==> config.mk <==
export PLATFORM = sky130hd
export DESIGN_NAME = align_add_mantissas_flat
export DESIGN_NICKNAME = d
export VERILOG_FILES = /design/src/rtl/align_add_mantissas_if.sv /design/src/rtl/align_add_mantissas.sv /design/src/flat_wrapper.sv
export SDC_FILE = /design/constraint.sdc
export NUM_CORES = 1
export LEC_CHECK = 0
export CORE_MARGIN = 1.5
export CORE_UTILIZATION = 35
export CTS_BUF_LIST = sky130_fd_sc_hd__clkbuf_8 sky130_fd_sc_hd__clkbuf_16
export DETAILED_ROUTE_END_ITERATION = 6
export PLACE_DENSITY = 0.65
export SLEW_MARGIN = 20
export SYNTH_ARGS = -nofsm -noshare
export SYNTH_HDL_FRONTEND = slang
export SYNTH_SLANG_ARGS = --single-unit
==> constraint.sdc <==
create_clock -name clk -period 2.55 [get_ports clk]
set_clock_uncertainty 0.15 [all_clocks]
set_input_delay 0.255 -clock clk [delete_from_list [all_inputs] [get_ports clk]]
set_output_delay 0.255 -clock clk [all_outputs]
set_load 0.01 [all_outputs]
==> src/rtl/align_add_mantissas_if.sv <==
// Operand-in / significand-out bundle between the arrange stage, this align/add stage and normalisation.
// master = upstream/downstream environment, slave = the align/add stage.
interface align_add_mantissas_if #(
   parameter int MAN_W = 10,
   parameter int EXP_W = 5,
   parameter int GRS_W = 3
);
   localparam int EXT_W = 1 + MAN_W + GRS_W;

   logic             in_valid;
   logic             in_ready;
   logic             As;
   logic             Bs;
   logic             swap;
   logic [EXP_W-1:0] moves;
   logic [EXP_W-1:0] exp;
   logic [MAN_W-1:0] Am;
   logic [MAN_W-1:0] Bm;
   logic             out_valid;
   logic             out_ready;
   logic             out_sign;
   logic [EXP_W-1:0] out_exp;
   logic [EXT_W:0]   out_sum;

   modport master (
      output in_valid, As, Bs, swap, moves, exp, Am, Bm, out_ready,
      input  in_ready, out_valid, out_sign, out_exp, out_sum
   );

   modport slave (
      input  in_valid, As, Bs, swap, moves, exp, Am, Bm, out_ready,
      output in_ready, out_valid, out_sign, out_exp, out_sum
   );
endinterface

==> src/rtl/align_add_mantissas.sv <==
// Restores hidden bits, right-aligns Bm one bit per clock with sticky, then adds/subtracts; valid min(moves,14)+1 clocks after accept.
// One operand set in flight: in_ready only in IDLE, result held in DONE until out_ready.
module align_add_mantissas #(
   parameter int MAN_W = 10,
   parameter int EXP_W = 5,
   parameter int GRS_W = 3
) (
   input logic                  clk,
   input logic                  rst_n,
   align_add_mantissas_if.slave io
);
   localparam int EXT_W = 1 + MAN_W + GRS_W;
   localparam int CNT_W = $clog2(EXT_W + 1);
   localparam logic [CNT_W-1:0] CNT_MAX   = CNT_W'(EXT_W);
   localparam logic [EXP_W-1:0] MOVES_MAX = EXP_W'(EXT_W);

   typedef enum logic [1:0] {
      ST_IDLE,
      ST_SHIFT,
      ST_ADD,
      ST_DONE
   } state_t;

   state_t             state_q, state_d;
   logic [EXT_W-1:0]   a_ext_q, a_ext_d;
   logic [EXT_W-1:0]   b_ext_q, b_ext_d;
   logic [CNT_W-1:0]   cnt_q, cnt_d;
   logic               eff_sub_q, eff_sub_d;
   logic               res_sign_q, res_sign_d;
   logic [EXP_W-1:0]   exp_q, exp_d;
   logic               out_sign_q, out_sign_d;
   logic [EXP_W-1:0]   out_exp_q, out_exp_d;
   logic [EXT_W:0]     out_sum_q, out_sum_d;
   logic [EXT_W:0]     sum_w;

   always_comb begin
      state_d    = state_q;
      a_ext_d    = a_ext_q;
      b_ext_d    = b_ext_q;
      cnt_d      = cnt_q;
      eff_sub_d  = eff_sub_q;
      res_sign_d = res_sign_q;
      exp_d      = exp_q;
      out_sign_d = out_sign_q;
      out_exp_d  = out_exp_q;
      out_sum_d  = out_sum_q;
      sum_w      = eff_sub_q ? ({1'b0, a_ext_q} - {1'b0, b_ext_q})
                             : ({1'b0, a_ext_q} + {1'b0, b_ext_q});

      unique case (state_q)
         ST_IDLE: begin
            if (io.in_valid) begin
               // B's hidden bit is clear exactly when B is subnormal, i.e. its own exponent exp-moves is 0
               a_ext_d    = {io.exp != '0, io.Am, {GRS_W{1'b0}}};
               b_ext_d    = {io.exp != io.moves, io.Bm, {GRS_W{1'b0}}};
               cnt_d      = (io.moves >= MOVES_MAX) ? CNT_MAX : CNT_W'(io.moves);
               eff_sub_d  = io.As ^ io.Bs;
               res_sign_d = io.swap ? io.Bs : io.As;
               exp_d      = io.exp;
               state_d    = (cnt_d != '0) ? ST_SHIFT : ST_ADD;
            end
         end
         ST_SHIFT: begin
            b_ext_d    = {1'b0, b_ext_q[EXT_W-1:1]};
            b_ext_d[0] = b_ext_q[1] | b_ext_q[0];
            cnt_d      = cnt_q - 1'b1;
            if (cnt_q == CNT_W'(1)) begin
               state_d = ST_ADD;
            end
         end
         ST_ADD: begin
            out_sum_d  = sum_w;
            out_exp_d  = exp_q;
            out_sign_d = res_sign_q & ~(eff_sub_q & (sum_w == '0));
            state_d    = ST_DONE;
         end
         ST_DONE: begin
            if (io.out_ready) begin
               state_d = ST_IDLE;
            end
         end
         default: state_d = ST_IDLE;
      endcase
   end

   always_ff @(posedge clk or negedge rst_n) begin
      if (!rst_n) begin
         state_q    <= ST_IDLE;
         a_ext_q    <= '0;
         b_ext_q    <= '0;
         cnt_q      <= '0;
         eff_sub_q  <= 1'b0;
         res_sign_q <= 1'b0;
         exp_q      <= '0;
         out_sign_q <= 1'b0;
         out_exp_q  <= '0;
         out_sum_q  <= '0;
      end else begin
         state_q    <= state_d;
         a_ext_q    <= a_ext_d;
         b_ext_q    <= b_ext_d;
         cnt_q      <= cnt_d;
         eff_sub_q  <= eff_sub_d;
         res_sign_q <= res_sign_d;
         exp_q      <= exp_d;
         out_sign_q <= out_sign_d;
         out_exp_q  <= out_exp_d;
         out_sum_q  <= out_sum_d;
      end
   end

   assign io.in_ready  = (state_q == ST_IDLE);
   assign io.out_valid = (state_q == ST_DONE);
   assign io.out_sign  = out_sign_q;
   assign io.out_exp   = out_exp_q;
   assign io.out_sum   = out_sum_q;
endmodule

==> src/flat_wrapper.sv <==
// flat-port wrapper written by rule: the top's interface ports become plain ports
module align_add_mantissas_flat 
#(
   parameter int MAN_W = 10,
   parameter int EXP_W = 5,
   parameter int GRS_W = 3
)
  (clk, rst_n, io_in_valid, io_As, io_Bs, io_swap, io_moves, io_exp, io_Am, io_Bm, io_out_ready, io_in_ready, io_out_valid, io_out_sign, io_out_exp, io_out_sum);
  align_add_mantissas_if #(.MAN_W(MAN_W), .EXP_W(EXP_W), .GRS_W(GRS_W)) io_i ();
  input logic clk;
  input logic rst_n;
  input wire logic [$bits(io_i.in_valid)-1:0] io_in_valid;
  input wire logic [$bits(io_i.As)-1:0] io_As;
  input wire logic [$bits(io_i.Bs)-1:0] io_Bs;
  input wire logic [$bits(io_i.swap)-1:0] io_swap;
  input wire logic [$bits(io_i.moves)-1:0] io_moves;
  input wire logic [$bits(io_i.exp)-1:0] io_exp;
  input wire logic [$bits(io_i.Am)-1:0] io_Am;
  input wire logic [$bits(io_i.Bm)-1:0] io_Bm;
  input wire logic [$bits(io_i.out_ready)-1:0] io_out_ready;
  output wire logic [$bits(io_i.in_ready)-1:0] io_in_ready;
  output wire logic [$bits(io_i.out_valid)-1:0] io_out_valid;
  output wire logic [$bits(io_i.out_sign)-1:0] io_out_sign;
  output wire logic [$bits(io_i.out_exp)-1:0] io_out_exp;
  output wire logic [$bits(io_i.out_sum)-1:0] io_out_sum;
  assign io_i.in_valid = io_in_valid;
  assign io_i.As = io_As;
  assign io_i.Bs = io_Bs;
  assign io_i.swap = io_swap;
  assign io_i.moves = io_moves;
  assign io_i.exp = io_exp;
  assign io_i.Am = io_Am;
  assign io_i.Bm = io_Bm;
  assign io_i.out_ready = io_out_ready;
  assign io_in_ready = io_i.in_ready;
  assign io_out_valid = io_i.out_valid;
  assign io_out_sign = io_i.out_sign;
  assign io_out_exp = io_i.out_exp;
  assign io_out_sum = io_i.out_sum;
  align_add_mantissas #(.MAN_W(MAN_W), .EXP_W(EXP_W), .GRS_W(GRS_W)) u_core (.clk(clk), .rst_n(rst_n), .io(io_i));
endmodule
==> impl_metrics.ini, run 1 <==
[status]
outcome = finished, violations left
violations = setup timing

[grt]
grt_use_total_pct = 17.6
grt_pass1_wl_mm = 16.3
first_global_vias = 3366
antenna_found_initial = 0
grt_max_degree = 30
grt_overflow_total = 0

[synth]
syn_area_per_cell_um2 = 9.44
synth_area_um2 = 3910
synth-edff-count = 0
async_flop_share_pct = 100
syn_inst = 414
synth.distinct_cells = 61
synth_seq_cells = 59
synth_nets = 481
synthFlopType = dfrtp_1
ys_warn_count = 0
seq_area_frac_synth_pct = 37.8

[worst_setup_path]
r2r_slack_ns = -0.04
arrival_ns = 2.68
path_max_fanout = 3
critical-path-top-delay-family = compound AO/OA/AOI/OAI gates
worst-path-buf-inv = 1
startpoint_type = flip-flop
crit_start = u_core.a_ext_q[3]
slowest_delay_ns = 0.38
cpMaxStageDelayCell = dfrtp_1
end_kind = flip-flop
required_ns = 2.64
path_cells = ha_1 -> inv_1 -> fa_2 -> nor2_4 -> o311ai_1 -> a221o_1 -> or3_1 -> a211oi_1 -> and4_1 -> a21oi_1
critPathKind = reg -> reg
rr_worst_depth = 10
cp_num_cells = 10
worstReg2RegEnd = u_core.io.out_sign
rr_startpoint = u_core.a_ext_q[3]

[power]
pwr_density_cell_nw_per_um2 = 1570
power_frac_comb_pct = 66.9
irDropWorstVdd_v = 0.000523
p_leak_nw = 2.23
sw_frac_of_total_pct = 43.4
clkPwrFrac_pct = 11.0
seqPwrFrac_pct = 22.0
internal_power_mw = 4.65
finalPower_mw = 8.22
p_sw_mw = 3.57

[route]
first_pass_iters = 4
drt_iter0_drc = 141
highest_layer = met4
totalWireLength_mm = 9.79
ant_nets = 0
wl_met1_mm = 4.52
dr_wl_met3_um = 576
wl_met2_mm = 4.48
route.vias.total = 3414
drcViolationCount = 0
avgRoutedWirePerCell_um = 15.0
via_per_inst = 5.24

[timing]
hold_violations = 0
fmax_mhz = 386
slew-limit-headroom_pct = 60.7
fin_crit_sh_pct = 102
report.final.slew_viol_count = 0
worstMarginPinSlew_ns = 0.589
setup_ws_ns = -0.0392
fin_crit_ns = 2.59
rsz0062_at_grt = yes
setup_viol = 1

[finish]
drive_gt1_share_pct = 21.3
area_growth_syn_to_layout_pct = 33.6
mostFrequentLayoutCells = dfrtp_1 (59), clkdlybuf4s50_1 (58), buf_4 (42)
nFillCells = 1018
fin_cells = 652
design_area_um2 = 5220
multi_input_comb_area_um2 = 2320
diodes = 0
layout_commonest_cell = dfrtp_1
nNetsFinal = 574
regArea_um2 = 1480
postLayoutCoreUtil_pct = 48.0

[clock_network]
cts.sink_count = 59
root_buffer = clkbuf_8
post_cts_buffers = 0
clk_latency_ns = 0.35
path_clk_slew_ns = 0.08
htreeDepth = 3
clockBufferDepth = 2
cts_tree = built
numCtsBuffers = 9

[flow_run]
cap_violations = 0

[floorplan]
start_util_pct = 35.9
core-area_um2 = 10900
chipWidth_um = 109
io_pins = 60
die_h_um = 109
row_count = 38
die_area_um2 = 11800

[placed_design]
dpl.hpwl_mm = 7.57
gp_congestion = 0.854
io_buffers = 59
place_inst = 635
place_area_um2 = 4910

[worst_hold_path]
min_path_type = in -> async
-- power groups by stage --
stage | logic, mW | registers [mW] | clock network [mW]
after global routing | 6.06 | 1.89 | 0.985
after global placement | 5.12 | 1.79 | 0
after floorplan | 3.26 | 1.80 | 0
final | 5.50 | 1.81 | 0.908
after detailed placement | 5.20 | 1.82 | 0
after CTS | 5.38 | 1.81 | 0.937
-- metal layers --
layer,vias up,global-route usage [%]
li1,1678,-
met4,0,7.14
met1,1614,23.6
met3,20,3.71
met5,-,0
met2,102,27.6
-- worst reg2reg max path: cells and delay by family (launching register included) --
family	cells	cell delay, ns
DFF	1	0.38
buffers and inverters	1	0.06
and+or+nand+nor	3	0.64
adders and majority gates	2	0.56
AOI/OAI and AO/OA	4	0.70
-- repair_timing --
action / CTS / global route
pin swaps: 5 / 1
hold buffers: 1 / 0
endpoints found under the hold margin: 59 / 0
setup endpoints to repair: 3 / 5
gates resized for setup: 12 / 8
-- cells in the mapped netlist, drive strengths merged (3+ instances only) --
master | instances | area, um^2
nand2 | 25 | 93.8
and4 | 3 | 28.8
o221ai | 3 | 32.5
or3 | 5 | 36.3
dfrtp | 59 | 1480
nor2b | 4 | 25.0
mux2i | 15 | 150
o22ai | 3 | 18.8
clkbuf | 18 | 67.6
xor2 | 6 | 52.6
nor3 | 6 | 30.0
a31oi | 5 | 31.3
inv | 36 | 135
nand2b | 5 | 31.3
a21oi | 21 | 105
a211oi | 9 | 67.6
o311ai | 3 | 26.3
nand3 | 11 | 55.1
o21ai | 37 | 185
xnor2 | 9 | 78.8
o31ai | 7 | 52.6
nor2 | 25 | 93.8
mux2 | 27 | 304
ha | 29 | 363
nor4 | 5 | 31.3
-- through the flow --
step	setup WS (ns)	hold WS [ns]	TNS, ns
global route	-0.162	0.0831	-0.392
floorplan	0.00372	-0.191	0
global placement	-0.139	-0.0732	-0.139
finish	-0.0392	0.0893	-0.0392
CTS	-0.0366	0.0680	-0.0366
detailed placement	-0.185	-0.0710	-0.200
-- cells by family after synthesis --
family,share of synthesized area [%]
fa+ha+maj,9.80
compound gates,18.8
xor+xnor,3.36
simple gates,13.3
mux,11.6
buf+inv,5.41
flops,37.8
-- layout make-up --
class / count / share of cell area, %
multi-input combinational: 299 / 44.4
sequential: 59 / 28.3
timing repair buffer: 102 / 17.4
tap: 140 / 3.35
inverter: 36 / 2.59
clock buffer: 9 / 2.37
clock inverter: 7 / 1.61
-- worst max-delay path by stage --
stage | slack (ns) | endpoint
3_3_place_gp | -0.14 | u_core.io.out_sign
2_1_floorplan | 0.004 | u_core.io.out_sign
3_5_place_dp | -0.18 | u_core.io.out_sign
6_report | -0.04 | u_core.io.out_sign
4_1_cts | -0.04 | u_core.io.out_sign
5_1_grt | -0.16 | u_core.io.out_sign
-- sequential cells by signal, indices dropped and copies added (netlist names) --
signal,cells
u_core.io.out_sum,15
u_core.b_ext_q,14
u_core.a_ext_q,11
u_core.exp_q,5
u_core.io.out_exp,5
u_core.cnt_q,4
u_core.state_q,2
u_core.eff_sub_q,1
u_core.io.out_sign,1
u_core.res_sign_q,1
(Power assumes the default switching activity.)
==> run 2: changes to the inputs <==
==> constraint.sdc (replaced) <==
create_clock -name clk -period 2.55 [get_ports clk]
set_clock_uncertainty 0.15 [all_clocks]
set_input_delay 0.6375 -clock clk [delete_from_list [all_inputs] [get_ports clk]]
set_output_delay 0.6375 -clock clk [all_outputs]
set_load 0.005 [all_outputs]
==> run 2 against run 1 <==
  * The flow still finishes with violations (setup timing)
  * Critical path depth unchanged
  * Cell count is 0.46% higher
  * Utilization rose by 0.56 points
  * Largest power group unchanged
  * Highest routed layer unchanged
==> impl_metrics.ini, run 2 (synthesis gave the netlist of run 1 again) <==
[status]
outcome = finished, violations left
violations = setup timing

[placed_design]
place_area_um2 = 4930
io_buffers = 59
place_inst = 636
place_ws_ns = -0.253
dpl.hpwl_mm = 7.60
gp_congestion = 0.875

[timing]
fin_hold_ws_ns = 0.0866
rsz0062_at_grt = yes
slew-limit-headroom_pct = 59.9
fmax_mhz = 381
fin_crit_ns = 2.62
setup_tns_ns = -0.110
setup_viol = 2
hold_violations = 0
setup_ws_ns = -0.0718
report.final.slew_viol_count = 0
worstMarginPinSlew_ns = 0.601
fin_crit_sh_pct = 103

[power]
sw_frac_of_total_pct = 43.7
p_sw_mw = 3.65
power_frac_comb_pct = 67.2
irDropWorstVdd_v = 0.000680
seqPwrFrac_pct = 21.5
p_leak_nw = 2.26
clkPwrFrac_pct = 11.3
pwr_density_cell_nw_per_um2 = 1580
finalPower_mw = 8.35
internal_power_mw = 4.70

[worst_setup_path]
required_ns = 2.65
worstReg2RegEnd = u_core.io.out_sign
startpoint_type = flip-flop
worst-path-buf-inv = 1
rr_worst_depth = 10
crit_start = u_core.a_ext_q[3]
critPathKind = reg -> reg
slowest_delay_ns = 0.39
rr_startpoint = u_core.a_ext_q[3]
path_max_fanout = 3
end_kind = flip-flop
critical-path-top-delay-family = simple AND/OR/NAND/NOR gates
path_cells = ha_2 -> inv_1 -> fa_2 -> nor2_4 -> o311ai_2 -> a221o_1 -> or3_4 -> a211oi_2 -> and4_1 -> a21oi_1
arrival_ns = 2.72
cpMaxStageDelayCell = dfrtp_1
r2r_slack_ns = -0.07

[route]
totalWireLength_mm = 10.1
route.vias.total = 3488
first_pass_iters = 5
drcViolationCount = 0
via_per_inst = 5.33
drt_iter0_drc = 183
avgRoutedWirePerCell_um = 15.4
ant_nets = 0

[floorplan]
chipWidth_um = 109
core-area_um2 = 10900
start_util_pct = 35.9
die_h_um = 109
io_pins = 60
row_count = 38
die_area_um2 = 11800

[flow_run]
cap_violations = 0

[clock_network]
cts_tree = built
cts.sink_count = 59
clk_latency_ns = 0.36
root_buffer = clkbuf_8
clockBufferDepth = 2
path_clk_slew_ns = 0.09
htreeDepth = 3
numCtsBuffers = 9
cts_hold_buf = 0

[finish]
postLayoutCoreUtil_pct = 48.5
mostFrequentLayoutCells = dfrtp_1 (59), clkdlybuf4s50_1 (58), buf_4 (45)
layout_commonest_cell = dfrtp_1
nNetsFinal = 577
diodes = 0
design_area_um2 = 5280
area_growth_syn_to_layout_pct = 35.2
largest_reg_flops = 15
nFillCells = 1015
fin_cells = 655
drive_gt1_share_pct = 23.3

[grt]
grt_max_degree = 30
grt_pass1_wl_mm = 16.6
grt_use_total_pct = 18.1
first_global_vias = 3469
grt_overflow_total = 0
antenna_found_initial = 0

[worst_hold_path]
min_path_type = in -> async
==> run 2: how the worst max path moves through the flow <==
| stage | depth (start not counted) | end | slack, ns |
|---|---|---|---|
| floorplan | 9 | u_core.io.out_sign | 0.004 |
| global placement | 10 | u_core.io.out_sign | -0.14 |
| detailed placement | 10 | u_core.io.out_sign | -0.25 |
| CTS | 9 | u_core.io.out_sign | -0.06 |
| global route | 10 | u_core.io.out_sign | -0.19 |
| finish | 10 | u_core.io.out_sign | -0.07 |
==> run 2: power by group through the flow <==
| stage | clock network [mW] | logic (mW) | registers [mW] |
|---|---|---|---|
| final | 0.940 | 5.61 | 1.80 |
| after global routing | 1.01 | 6.14 | 1.87 |
| after CTS | 0.959 | 5.38 | 1.80 |
| after detailed placement | 0 | 5.08 | 1.81 |
| after global placement | 0 | 4.99 | 1.78 |
| after floorplan | 0 | 3.26 | 1.74 |
==> run 2: area by class of cell <==
| cell class | instances | area (um^2) | share of cell area [%] |
|---|---|---|---|
| Multi-Input combinational cell | 299 | 2350 | 44.4 |
| Sequential cell | 59 | 1480 | 27.9 |
| Timing Repair Buffer | 105 | 943 | 17.9 |
| Tap cell | 140 | 175 | 3.32 |
| Inverter | 36 | 135 | 2.56 |
| Clock buffer | 9 | 124 | 2.34 |
| Clock inverter | 7 | 83.8 | 1.59 |
==> run 2: worst reg2reg max path, cell delays in order (launching register included) <==
cell,delay [ns]
dfrtp_1,0.39
ha_2,0.19
inv_1,0.05
fa_2,0.38
nor2_4,0.15
o311ai_2,0.11
a221o_1,0.33
or3_4,0.34
a211oi_2,0.18
and4_1,0.21
a21oi_1,0.06
==> run 2: layer usage <==
layer | share of wire (%) | GRT usage (%) | vias to the layer above | routed length, um
li1 | - | - | 1691 | -
met1 | 46 | 23.4 | 1682 | 4610
met2 | 48 | 30.4 | 104 | 4840
met3 | 4.9 | 3.05 | 11 | 490
met4 | 1.3 | 6.58 | 0 | 134
met5 | 0 | 0 | - | 0
==> run 2: repair_timing <==
item | in CTS | in global routing
setup buffers | 2 | 1
pin swaps | 4 | 1
endpoints found under the setup margin | 3 | 6
resized for setup | 14 | 15
